`src/rtl/lzd_norm_pipe.sv`:
```
// Two-stage leading-zero count and normalise pipeline with valid/ready handshake.
// Define LZD_NORM_SHIFT_EN to build the stage-2 barrel shifter; otherwise out_norm is 0.
module lzd_norm_pipe #(
  parameter int WIDTH = 48,
  parameter int CW    = $clog2(WIDTH) + 1
) (
  input  logic             clk,
  input  logic             rst,
  input  logic             in_valid,
  output logic             in_ready,
  input  logic [WIDTH-1:0] in_data,
  output logic             out_valid,
  input  logic             out_ready,
  output logic [CW-1:0]    out_lzc,
  output logic             out_zero,
  output logic [WIDTH-1:0] out_norm,
  output logic [15:0]      zero_cnt
);

  localparam int LG  = $clog2(WIDTH);
  localparam int P   = 1 << LG;
  localparam int PAD = P - WIDTH;

  logic             adv;
  logic             s1_valid_reg;
  logic [WIDTH-1:0] s1_data_reg;
  logic [P-1:0]     pad;
  logic             tree_v;
  logic [LG-1:0]    tree_c;
  logic [CW-1:0]    lzc_next;
  logic             zero_next;
  logic [WIDTH-1:0] norm_next;

  assign adv      = !out_valid || out_ready;
  assign in_ready = adv;

  // Trailing ones stop the count at WIDTH for an all-zero operand.
  if (PAD > 0) begin : g_pad
    assign pad = {s1_data_reg, {PAD{1'b1}}};
  end else begin : g_nopad
    assign pad = s1_data_reg;
  end

  // Level gi holds P>>gi nodes, node 0 on the MSB side, each a gi-bit count plus valid.
  for (genvar gi = 1; gi <= LG; gi++) begin : lvl
    localparam int N = P >> gi;
    logic [N-1:0]    v;
    logic [gi*N-1:0] c;
    for (genvar ni = 0; ni < N; ni++) begin : node
      if (gi == 1) begin : g_leaf
        assign v[ni] = pad[P-1-2*ni] | pad[P-2-2*ni];
        assign c[ni] = ~pad[P-1-2*ni];
      end else begin : g_merge
        logic          vl;
        logic          vr;
        logic [gi-2:0] cl;
        logic [gi-2:0] cr;
        assign vl = lvl[gi-1].v[2*ni];
        assign vr = lvl[gi-1].v[2*ni+1];
        assign cl = lvl[gi-1].c[(2*ni)*(gi-1) +: (gi-1)];
        assign cr = lvl[gi-1].c[(2*ni+1)*(gi-1) +: (gi-1)];
        assign v[ni]          = vl | vr;
        assign c[ni*gi +: gi] = vl ? {1'b0, cl} : {1'b1, cr};
      end
    end
  end

  assign tree_v    = lvl[LG].v[0];
  assign tree_c    = lvl[LG].c[LG-1:0];
  assign lzc_next  = tree_v ? {1'b0, tree_c} : CW'(P);
  assign zero_next = ~|s1_data_reg;

`ifdef LZD_NORM_SHIFT_EN
  always_comb begin
    norm_next = s1_data_reg;
    for (int i = 0; i < LG; i++) begin
      if (lzc_next[i]) norm_next = norm_next << (1 << i);
    end
  end
`else
  assign norm_next = '0;
`endif

  always_ff @(posedge clk) begin
    if (adv) s1_data_reg <= in_data;
  end

  always_ff @(posedge clk) begin
    if (rst) begin
      s1_valid_reg <= 1'b0;
      out_valid    <= 1'b0;
      out_lzc      <= '0;
      out_zero     <= 1'b0;
      out_norm     <= '0;
      zero_cnt     <= '0;
    end else begin
      if (adv) begin
        s1_valid_reg <= in_valid;
        out_valid    <= s1_valid_reg;
        out_lzc      <= lzc_next;
        out_zero     <= zero_next;
        out_norm     <= norm_next;
      end
      if (in_valid && adv && (in_data == '0) && (zero_cnt != 16'hFFFF))
        zero_cnt <= zero_cnt + 16'd1;
    end
  end

endmodule

```
`config.mk`:
```
export PLATFORM = sky130hd
export DESIGN_NAME = lzd_norm_pipe
export DESIGN_NICKNAME = d
export VERILOG_FILES = /design/src/rtl/lzd_norm_pipe.sv
export SDC_FILE = /design/constraint.sdc
export NUM_CORES = 1
export LEC_CHECK = 0
export BUFFER_PORTS_ARGS = -buffer_cell sky130_fd_sc_hd__clkbuf_2
export CORE_MARGIN = 1.5
export CORE_UTILIZATION = 54
export CTS_CLUSTER_DIAMETER = 200
export DETAILED_ROUTE_END_ITERATION = 8
export PLACE_DENSITY_LB_ADDON = 0.1
export SLEW_MARGIN = 5
export SYNTH_ARGS = -nofsm -noshare
export SYNTH_HDL_FRONTEND = slang
export SYNTH_SLANG_ARGS = --single-unit
```
`constraint.sdc`:
```
create_clock -name clk -period 6.25 [get_ports clk]
set_clock_uncertainty 0.2 [all_clocks]
set_input_delay 0.625 -clock clk [delete_from_list [all_inputs] [get_ports clk]]
set_output_delay 0.625 -clock clk [all_outputs]
set_load 0.02 [all_outputs]
```
==> results of run 1 <==
[stage by stage]
step | power [mW] | cells | setup slack (ns) | hold WS [ns] | area [sq um]
after detailed placement | 0.6484 | 494 | 3.239 | 0.2488 | 3882
after floorplan | 0.6400 | 399 | 2.889 | 0.2367 | 3815
final | 1.022 | 510 | 3.525 | 0.2576 | 4086
after global placement | 0.6468 | 494 | 3.281 | 0.2426 | 3882
after global routing | 1.061 | 510 | 3.327 | 0.2613 | 4086
after CTS | 1.032 | 510 | 3.508 | 0.2598 | 4086
[cell type report]
cell class | count | area (sq um)
well taps | 77 | 96.34
inverters | 9 | 33.78
flip-flops and latches | 73 | 1942
fillers | 545 | 2336
multi-input cells | 258 | 1423
clock inverters | 3 | 65.06
clock buffers | 13 | 138.9
repair buffers | 77 | 387.9
[layout by cell type, fill, tap and decap left out, types with 2 or more instances in the layout]
cell	netlist	layout
sky130_fd_sc_hd__nand2b_1	3	3
sky130_fd_sc_hd__a21oi_1	20	20
sky130_fd_sc_hd__nor3_1	4	4
sky130_fd_sc_hd__nor4_1	32	32
sky130_fd_sc_hd__nand2_1	22	22
sky130_fd_sc_hd__a2111oi_0	2	2
sky130_fd_sc_hd__o211ai_1	2	2
sky130_fd_sc_hd__nand4_1	8	8
sky130_fd_sc_hd__conb_1	1	49
sky130_fd_sc_hd__and3_1	4	4
sky130_fd_sc_hd__o41a_1	2	2
sky130_fd_sc_hd__bufinv_16	0	2
sky130_fd_sc_hd__dfxtp_1	25	25
sky130_fd_sc_hd__mux2_2	10	10
sky130_fd_sc_hd__nor2b_1	15	15
sky130_fd_sc_hd__or4_1	6	6
sky130_fd_sc_hd__nand3_1	8	8
sky130_fd_sc_hd__o31ai_1	5	5
sky130_fd_sc_hd__clkbuf_2	0	76
sky130_fd_sc_hd__o21ai_0	10	10
sky130_fd_sc_hd__o311a_1	2	2
sky130_fd_sc_hd__o21bai_1	3	3
sky130_fd_sc_hd__nor2_1	37	37
sky130_fd_sc_hd__inv_1	9	8
sky130_fd_sc_hd__clkbuf_8	0	9
sky130_fd_sc_hd__edfxtp_1	48	48
sky130_fd_sc_hd__clkbuf_1	6	4
[cells by family after synthesis]
logic type,count (synthesis)
other,1
multiplexers,11
flip-flops,73
AND/OR/NAND/NOR,144
buffers and inverters,68
AO/OA/AOI/OAI,53
adder cells (fa/ha/maj),1
[per-layer routing]
metal | part of all wire | vias up | global-route usage
met1 | 0.45 | 1276 | 0.2604
met2 | 0.47 | 119 | 0.3319
met3 | 0.067 | 15 | 0.05545
met5 | 0 | - | 0
li1 | - | 1360 | -
met4 | 0.020 | 0 | 0.07452
[power by group through the flow]
stage / registers, mW / logic [mW] / clock network [mW]
4_1_cts: 0.556 / 0.0817 / 0.393
6_report: 0.557 / 0.0824 / 0.383
2_1_floorplan: 0.565 / 0.0754 / 0
3_3_place_gp: 0.566 / 0.0805 / 0
5_1_grt: 0.560 / 0.0908 / 0.410
3_5_place_dp: 0.567 / 0.0813 / 0
[worst min path at each step]
stage / endpoint / slack [ns]
2_1_floorplan: s1_valid_reg / 0.24
3_3_place_gp: s1_valid_reg / 0.24
3_5_place_dp: s1_valid_reg / 0.25
4_1_cts: s1_valid_reg / 0.26
5_1_grt: s1_data_reg[0] / 0.26
6_report: out_lzc[5] / 0.26
[worst max-delay path, stage by stage, from the launching register on]
cell and delay [ns]:
sky130_fd_sc_hd__dfxtp_1 0.34, sky130_fd_sc_hd__nor2b_1 0.53, sky130_fd_sc_hd__inv_2 0.08, sky130_fd_sc_hd__buf_4 0.36
sky130_fd_sc_hd__clkbuf_2 0.25
==> run summary, run 1 <==
The logs give 41 for the distinct cell type count after synthesis and 351 for the number of instances in the synthesized netlist. The detailed-route DRC error count is 14. In the synthesized netlist, the cells that appear most often are sky130_fd_sc_hd__buf_4, sky130_fd_sc_hd__edfxtp_1, sky130_fd_sc_hd__nor2_1, sky130_fd_sc_hd__nor4_1, sky130_fd_sc_hd__dfxtp_1. Of all nets on the critical path, the largest fanout is 58.

The post-synthesis share of cell area spent on and, or, nand and nor gates is 0.2083, and the largest net degree at the start of global routing is 59. The die covers 7232 sq um. The largest area contributor in the synthesized netlist is sky130_fd_sc_hd__edfxtp_1. TritonCTS built the clock tree. The worst register-to-register path has a setup slack of 3.78 ns. The beginning of the worst hold path was out_lzc[5].

Most common cell in the netlist: sky130_fd_sc_hd__buf_4. The boundary pin count was 126; the height of the die was 85.04 um. The most used flip-flop cell after synthesis is sky130_fd_sc_hd__edfxtp_1. The endpoint class of the critical path is a primary output.

The analysis attributes to cell leakage a power of 1.652 nW. Global-route usage over all layers: 0.2033. Global routing finished with a remaining overflow of 0.

Counting flops with a built-in enable in the synthesized netlist gives 48. Clock-pin slew on the worst setup and hold paths: 0.07 ns. The number of antenna violations at the first check in global routing is 0, and the async set or reset register ratio after synthesis is 0.

In this run the clock root is driven by a sky130_fd_sc_hd__clkbuf_8. STA puts the critical path data required time at 5.42 ns. For the register share of total power, the log shows 0.544.

The number of hold buffers added after CTS was 0. Signed area change from the synthesized netlist to the final layout: 12.43%. Endpoint of the worst register-to-register path: zero_cnt[0]. The run gives 1.90 ns as the arrival time of the worst setup path. Across the run, the number of max-cap violations was 0. The worst-case headroom to the max-slew limit was 0.5487; the total number of vias was 2770. In the routed layout, each cell is associated on average with a via count of 5.431.

After clock tree synthesis, the setup repair step added 0 buffers. After detailed routing, the average wire length per cell comes to 13.74 um. The final layout contains 481 nets. Summed over all nets, the switching power comes to 233.0 uW. In this run the standard cell core region covers 6422 sq um.

For this block, the routed nets add up to 7008 um of wire. The share of synthesized cell area in full adder, half adder and majority cells is 0.003442. The startpoint type of the worst setup path was a flip-flop. The synthesis-stage register bit count came out at 73. The ratio of cells with drive above 1 in the final layout is 0.2356, and the average instance area after synthesis is 10.36 sq um.

In the post-synthesis netlist, the biggest area contributors are sky130_fd_sc_hd__edfxtp_1, sky130_fd_sc_hd__dfxtp_1, sky130_fd_sc_hd__buf_4. The number of flip-flops in the largest register came out at 48. Detailed placement ended at an HPWL of 5233 um. The post-route core utilization is 0.6363. The mux share of post-synthesis cell area was 0.03373; the cell depth of the worst flop-to-flop path was 6. The count of cells resized by post-cts repair is 0, and the clock period minus worst slack is 2.725 ns. The startpoint identified for the worst register-to-register timing path is zero_cnt[0]. The clock latency on the worst-skew pair is 0.34 ns, and the part of the cycle the worst path needs is 0.4360.

The H-tree depth was 3. Once detail routing completed, the nets flagged for antenna violations numbered 0. The number of I/O port buffers is 76.

Before antenna repair, the detailed router went through 6 iterations. The critical path ends at in_ready. In the final timing run, aggregate negative setup slack is 0 ns.

The run gives 0 as the max-slew violation count. After synthesis, the largest family of logic cells by area is simple AND/OR/NAND/NOR gates. Across the VDD grid, the largest voltage drop is 204.5 uV.

The hold-critical path depth was 2; the transition at the pin with the smallest max-transition slack was 0.6708 ns. Tracing the worst setup path back leads to its startpoint at out_valid. The tightest min-delay check is of the reg -> reg type.

The tools report the wire length of the first global-routing pass as 11440 um. The tools report the final hold violation count as 0. The flow ran to the end, but the final reports show violations. The clock drives 73 sinks. The synthesized area was 3635 sq um.

The final reports fail on DRC. The fraction of power consumed by the clock network is 0.375, and the switching portion of total power is 0.2279. The complex-gate fraction of the synthesized area was 0.09535.

The deepest clock path buffer count was 2. Yosys printed 0 warnings. Setup repair after global routing left no endpoint under its margin.

The count of standard-cell rows was 29. The cell area power density was 250.2 nW/um^2; the horizontal extent of the die was 85.04 um. The via count of the first global-routing pass is 2516.

The maximum operating frequency is 366.9 MHz. The run gives 0.5659 as the starting utilization of the core area. The tools report the placer congestion estimate as 0.8674. The register area share after synthesis was 0.5343; the setup-violating endpoint count in the final report was 0. 0 antenna diodes ended up in the layout. The path type of the worst setup path is reg -> out. The synthesized-area fraction occupied by xor and xnor cells came out at 0.

Cell internal power was estimated by the tool at 789.3 uW. The top cell type's share of synthesized area came out at 0.3966. In this run, the number of DRC markers left after iteration 0 of detailed routing was 163. Buffers inserted during clock tree synthesis total 9. For the share of power burned in combinational logic, the log shows 0.081.
No activity file was read; power rests on OpenSTA's default activity.
==> run 2, diff against run 1 <==
--- a/config.mk
+++ b/config.mk
@@ -7,7 +7,7 @@
 export LEC_CHECK = 0
 export BUFFER_PORTS_ARGS = -buffer_cell sky130_fd_sc_hd__clkbuf_2
 export CORE_MARGIN = 1.5
-export CORE_UTILIZATION = 54
+export CORE_UTILIZATION = 45
 export CTS_CLUSTER_DIAMETER = 200
 export DETAILED_ROUTE_END_ITERATION = 8
 export PLACE_DENSITY_LB_ADDON = 0.1
==> constraint.sdc (replaced) <==
create_clock -name clk -period 2.2 [get_ports clk]
set_clock_uncertainty 0.2 [all_clocks]
set_input_delay 0.22 -clock clk [delete_from_list [all_inputs] [get_ports clk]]
set_output_delay 0.22 -clock clk [all_outputs]
set_load 0.02 [all_outputs]
==> run 2 against run 1 <==
- the run ends with setup timing left
- register-to-register slack lost 3.8 ns
- routed wire length grew 27%
- global-route usage grew 0.61 points
- critical endpoint is now zero_cnt[2]
- largest cell class unchanged
- largest power group unchanged
==> run summary, run 2 (synthesis gave the netlist of run 1 again) <==
The buffer and inverter count on the worst path works out to 3 (unchanged). Max-slew violation count: 0 (unchanged). The height of the die is 92.88 um (+9.2%). Path type of the worst setup path: in -> reg. The cell depth of the worst flop-to-flop path is 7 (+1), and the share of power burned in combinational logic is 0.114 (+0.033). The starting DRC count in detailed routing is 161 (-1.2%), and the number of I/O port buffers is 76 (unchanged). The tools report the maximum VDD drop as 416.3 uV (+100%).

The post-route antenna net violation count is 0 (unchanged). Setup repair after global routing could not meet its margin everywhere. The clock sink count is 73 (unchanged). The cell area power density works out to 593.9 nW/um^2 (+140%). The hold-critical path depth works out to 5 (+3). The stage delay of the slowest cell on the critical path came out at 0.55 ns (+0.02 ns).

The run gives 3186 (+15%) as the total number of vias. The area taken by flip-flops and latches is 1948 sq um (+0.32%). The deepest clock path buffer count is 2 (unchanged). Final standard cell area without fillers: 5157 sq um (+26%). The final hold violation count came out at 0 (unchanged). The switching power came out at 739.5 uW (+220%).

The run gives -0.05 ns (-3.83 ns) as the internal reg-to-reg setup slack. In the layout the commonest cells are sky130_fd_sc_hd__clkbuf_2, sky130_fd_sc_hd__dlygate4sd3_1, sky130_fd_sc_hd__conb_1. The tools report the count of placed standard cells in the final layout, fillers left out as 628 (+23%). Met1 track demand over resource: 0.2634 (+0.003010).

The part of the cycle the worst path needs was 1.039; the data required time of the worst path was 2.28 ns (-3.14 ns). The logs give 0.4679 (-0.09800) for the starting utilization of the core area and 2.076 nW (+26%) for the standby leakage power. The clock period minus worst slack came out at 2.287 ns.

The standard cell core area was 7767 sq um (+21%); the switching portion of total power was 0.2414 (+0.01354). The via count of the first global-routing pass was 2927 (+16%); the wire length of the first global-routing pass was 13810 um (+21%). Reg-to-reg critical path startpoint: out_valid.

The run gives 0 (-14) as the detailed-route DRC error count. The standard cell area after detailed placement is 4273 sq um (+10%), and the worst setup slack before clock tree synthesis is -0.3254 ns (-3.564 ns). The worst hold slack is 0.1419 ns (-0.1157 ns). The run gives 0.7976 (-8.0%) as the placer congestion estimate. Type of the tightest min-delay check: in -> reg. The routing usage on met2 came out at 0.3504 (+0.01847). The transition at the pin with the smallest max-transition slack was 0.6809 ns (+0.01006 ns). For the clock latency on the worst-skew pair, the log shows 0.35 ns (about the same). Cell with the biggest individual delay on the critical path: sky130_fd_sc_hd__or4_4. H-tree depth: 3 (unchanged). The clock-pin slew on the worst setup and hold paths came out at 0.08 ns (about the same).

The internal cell power was 2.323 mW (+190%); the horizontal extent of the die was 92.88 um (+9.2%). The worst-case headroom to the max-slew limit is 0.5461 (-0.002580). The number of clock buffers inserted by TritonCTS is 9 (unchanged), and the number of flip-flops in the largest register is 48 (unchanged).

Walking the worst path, the cells encountered are dlygate4sd3_1, clkbuf_2, nand4_1, buf_4, or4_4, or4_4, a21oi_2. Count of standard-cell rows: 32 (+10%). The half-perimeter wire length after detailed placement was 5830 um (+11%). Hold-critical path endpoint: out_lzc[5].

The count of max-cap constraint violations came out at 0 (unchanged). STA classifies the critical path endpoint as a flip-flop. The most numerous cell type found on the critical path is sky130_fd_sc_hd__or4_4.

The logs give 0 (unchanged) for the number of antenna diodes and 661 (+21%) for the total of fill cells in the finished design. Timing would allow up to 437.3 MHz. The global-route usage over all layers was 0.2094 (+0.006086).

The library cell used most frequently in the layout, excluding fill and tap cells, is sky130_fd_sc_hd__clkbuf_2. The largest fanout on the critical path works out to 5 (-91%). For the worst setup slack after layout, the log shows -0.08673 ns (-3.612 ns). The number of placed cells counting well taps came out at 557 (+13%).

The fraction of power consumed by the clock network is 0.369 (-0.006), and the number of vias per cell is 5.073 (-6.6%). For the remaining global-route overflow, the log shows 0 (unchanged). The flow ran to the end, but the final reports show violations. The tools report the largest net degree at the start of global routing as 59 (unchanged). The run gives 2.37 ns (+0.47 ns) as the arrival time of the worst setup path. The number of nets in the layout is 574 (+19%), and the floorplan die area is 8626 sq um (+19%).

The number of antenna violations at the first check in global routing is 0 (unchanged). The final wirelength was 8925 um (+27%). The register share of total power is 0.517 (-0.027). TritonCTS built the clock tree. The global routing met3 resource utilization is 0.04105 (-0.01440), and the area of the multi-input gates is 1629 sq um (+15%). The final reports fail on setup timing. The area growth from synthesis to layout is 41.89%. The startpoint type of the worst setup path is an input port.

The layer flagged by global routing as most heavily used is met2. In this run the clock root is driven by a sky130_fd_sc_hd__clkbuf_8. The setup-violating endpoint count in the final report is 5 (+5). For the total iterations of the first detailed-routing run, the log shows 4 (-2). The startpoint identified for the worst hold timing path is out_ready. Among cell families on the critical path, the largest total delay comes from simple AND/OR/NAND/NOR gates.

Endpoint of the worst register-to-register path: zero_cnt[2]. The ratio of cells with drive above 1 in the final layout was 0.3251 (+0.08953); the average wire length per cell after detail routing was 14.21 um (+3.4%). The boundary pin count is 126 (unchanged).
-- run 2: cell count changes in the layout (fill, tap and decap cells not counted), moves of 3 or more --
cell,delta
sky130_fd_sc_hd__nor4_2,+7
sky130_fd_sc_hd__clkbuf_1,-3
sky130_fd_sc_hd__nor4_1,-12
sky130_fd_sc_hd__dlygate4sd3_1,+50
sky130_fd_sc_hd__buf_4,+40
sky130_fd_sc_hd__dfxtp_1,-3
sky130_fd_sc_hd__nor4_4,+5
sky130_fd_sc_hd__or4_4,+4
-- run 2: final cells by class --
cell class | count | share of cell area
Tap cell | 102 | 0.02475
Inverter | 9 | 0.006550
Sequential cell | 73 | 0.3777
Timing Repair Buffer | 168 | 0.2344
Clock inverter | 6 | 0.01601
Multi-Input combinational cell | 260 | 0.3159
Clock buffer | 10 | 0.02475
-- run 2: what timing repair did --
item                                    CTS  global route
hold buffers                             50             0
pin swaps                                 1             6
endpoints found under the setup margin   13            14
resized for setup                         3            23
hold endpoints to repair                 53             0
cloned                                    0             2
setup buffers                             0             3
-- run 2: per-stage QoR --
step	TNS, ns	utilization	total power [mW]
detailed placement	-3.649	0.5501	1.881
finish	-0.2074	0.6640	3.063
CTS	-0.09301	0.6426	3.070
floorplan	-0.3956	-	1.817
global route	-0.4836	0.6640	3.188
global placement	-3.430	0.5501	1.876
-- run 2: worst max path at each step --
stage / startpoint / to / slack, ns / cells past startpoint
after global routing: s1_data_reg[9] / out_lzc[0] / -0.1 / 6
after detailed placement: in_data[18] / zero_cnt[4] / -0.33 / 6
after floorplan: out_valid / zero_cnt[6] / -0.09 / 8
final: in_valid / zero_cnt[2] / -0.09 / 7
after CTS: out_valid / in_ready / -0.04 / 4
after global placement: in_data[0] / zero_cnt[4] / -0.31 / 6
-- run 2: metal layers --
metal,part of all wire,wire [um]
met5,0,0
met4,0.014,123
met3,0.052,462
met2,0.48,4320
met1,0.45,4018
-- run 2: power by group through the flow --
stage	clock, mW	sequential, mW	combinational [mW]
floorplan	0	1.60	0.215
global placement	0	1.61	0.268
detailed placement	0	1.61	0.271
CTS	1.15	1.58	0.339
global route	1.21	1.59	0.383
finish	1.13	1.58	0.351
-- run 2: worst min-delay path: cells and delay by family --
kind            cells  cell delay, ns
compound gates      1            0.05
buf+inv             2            0.25
simple gates        2            0.11
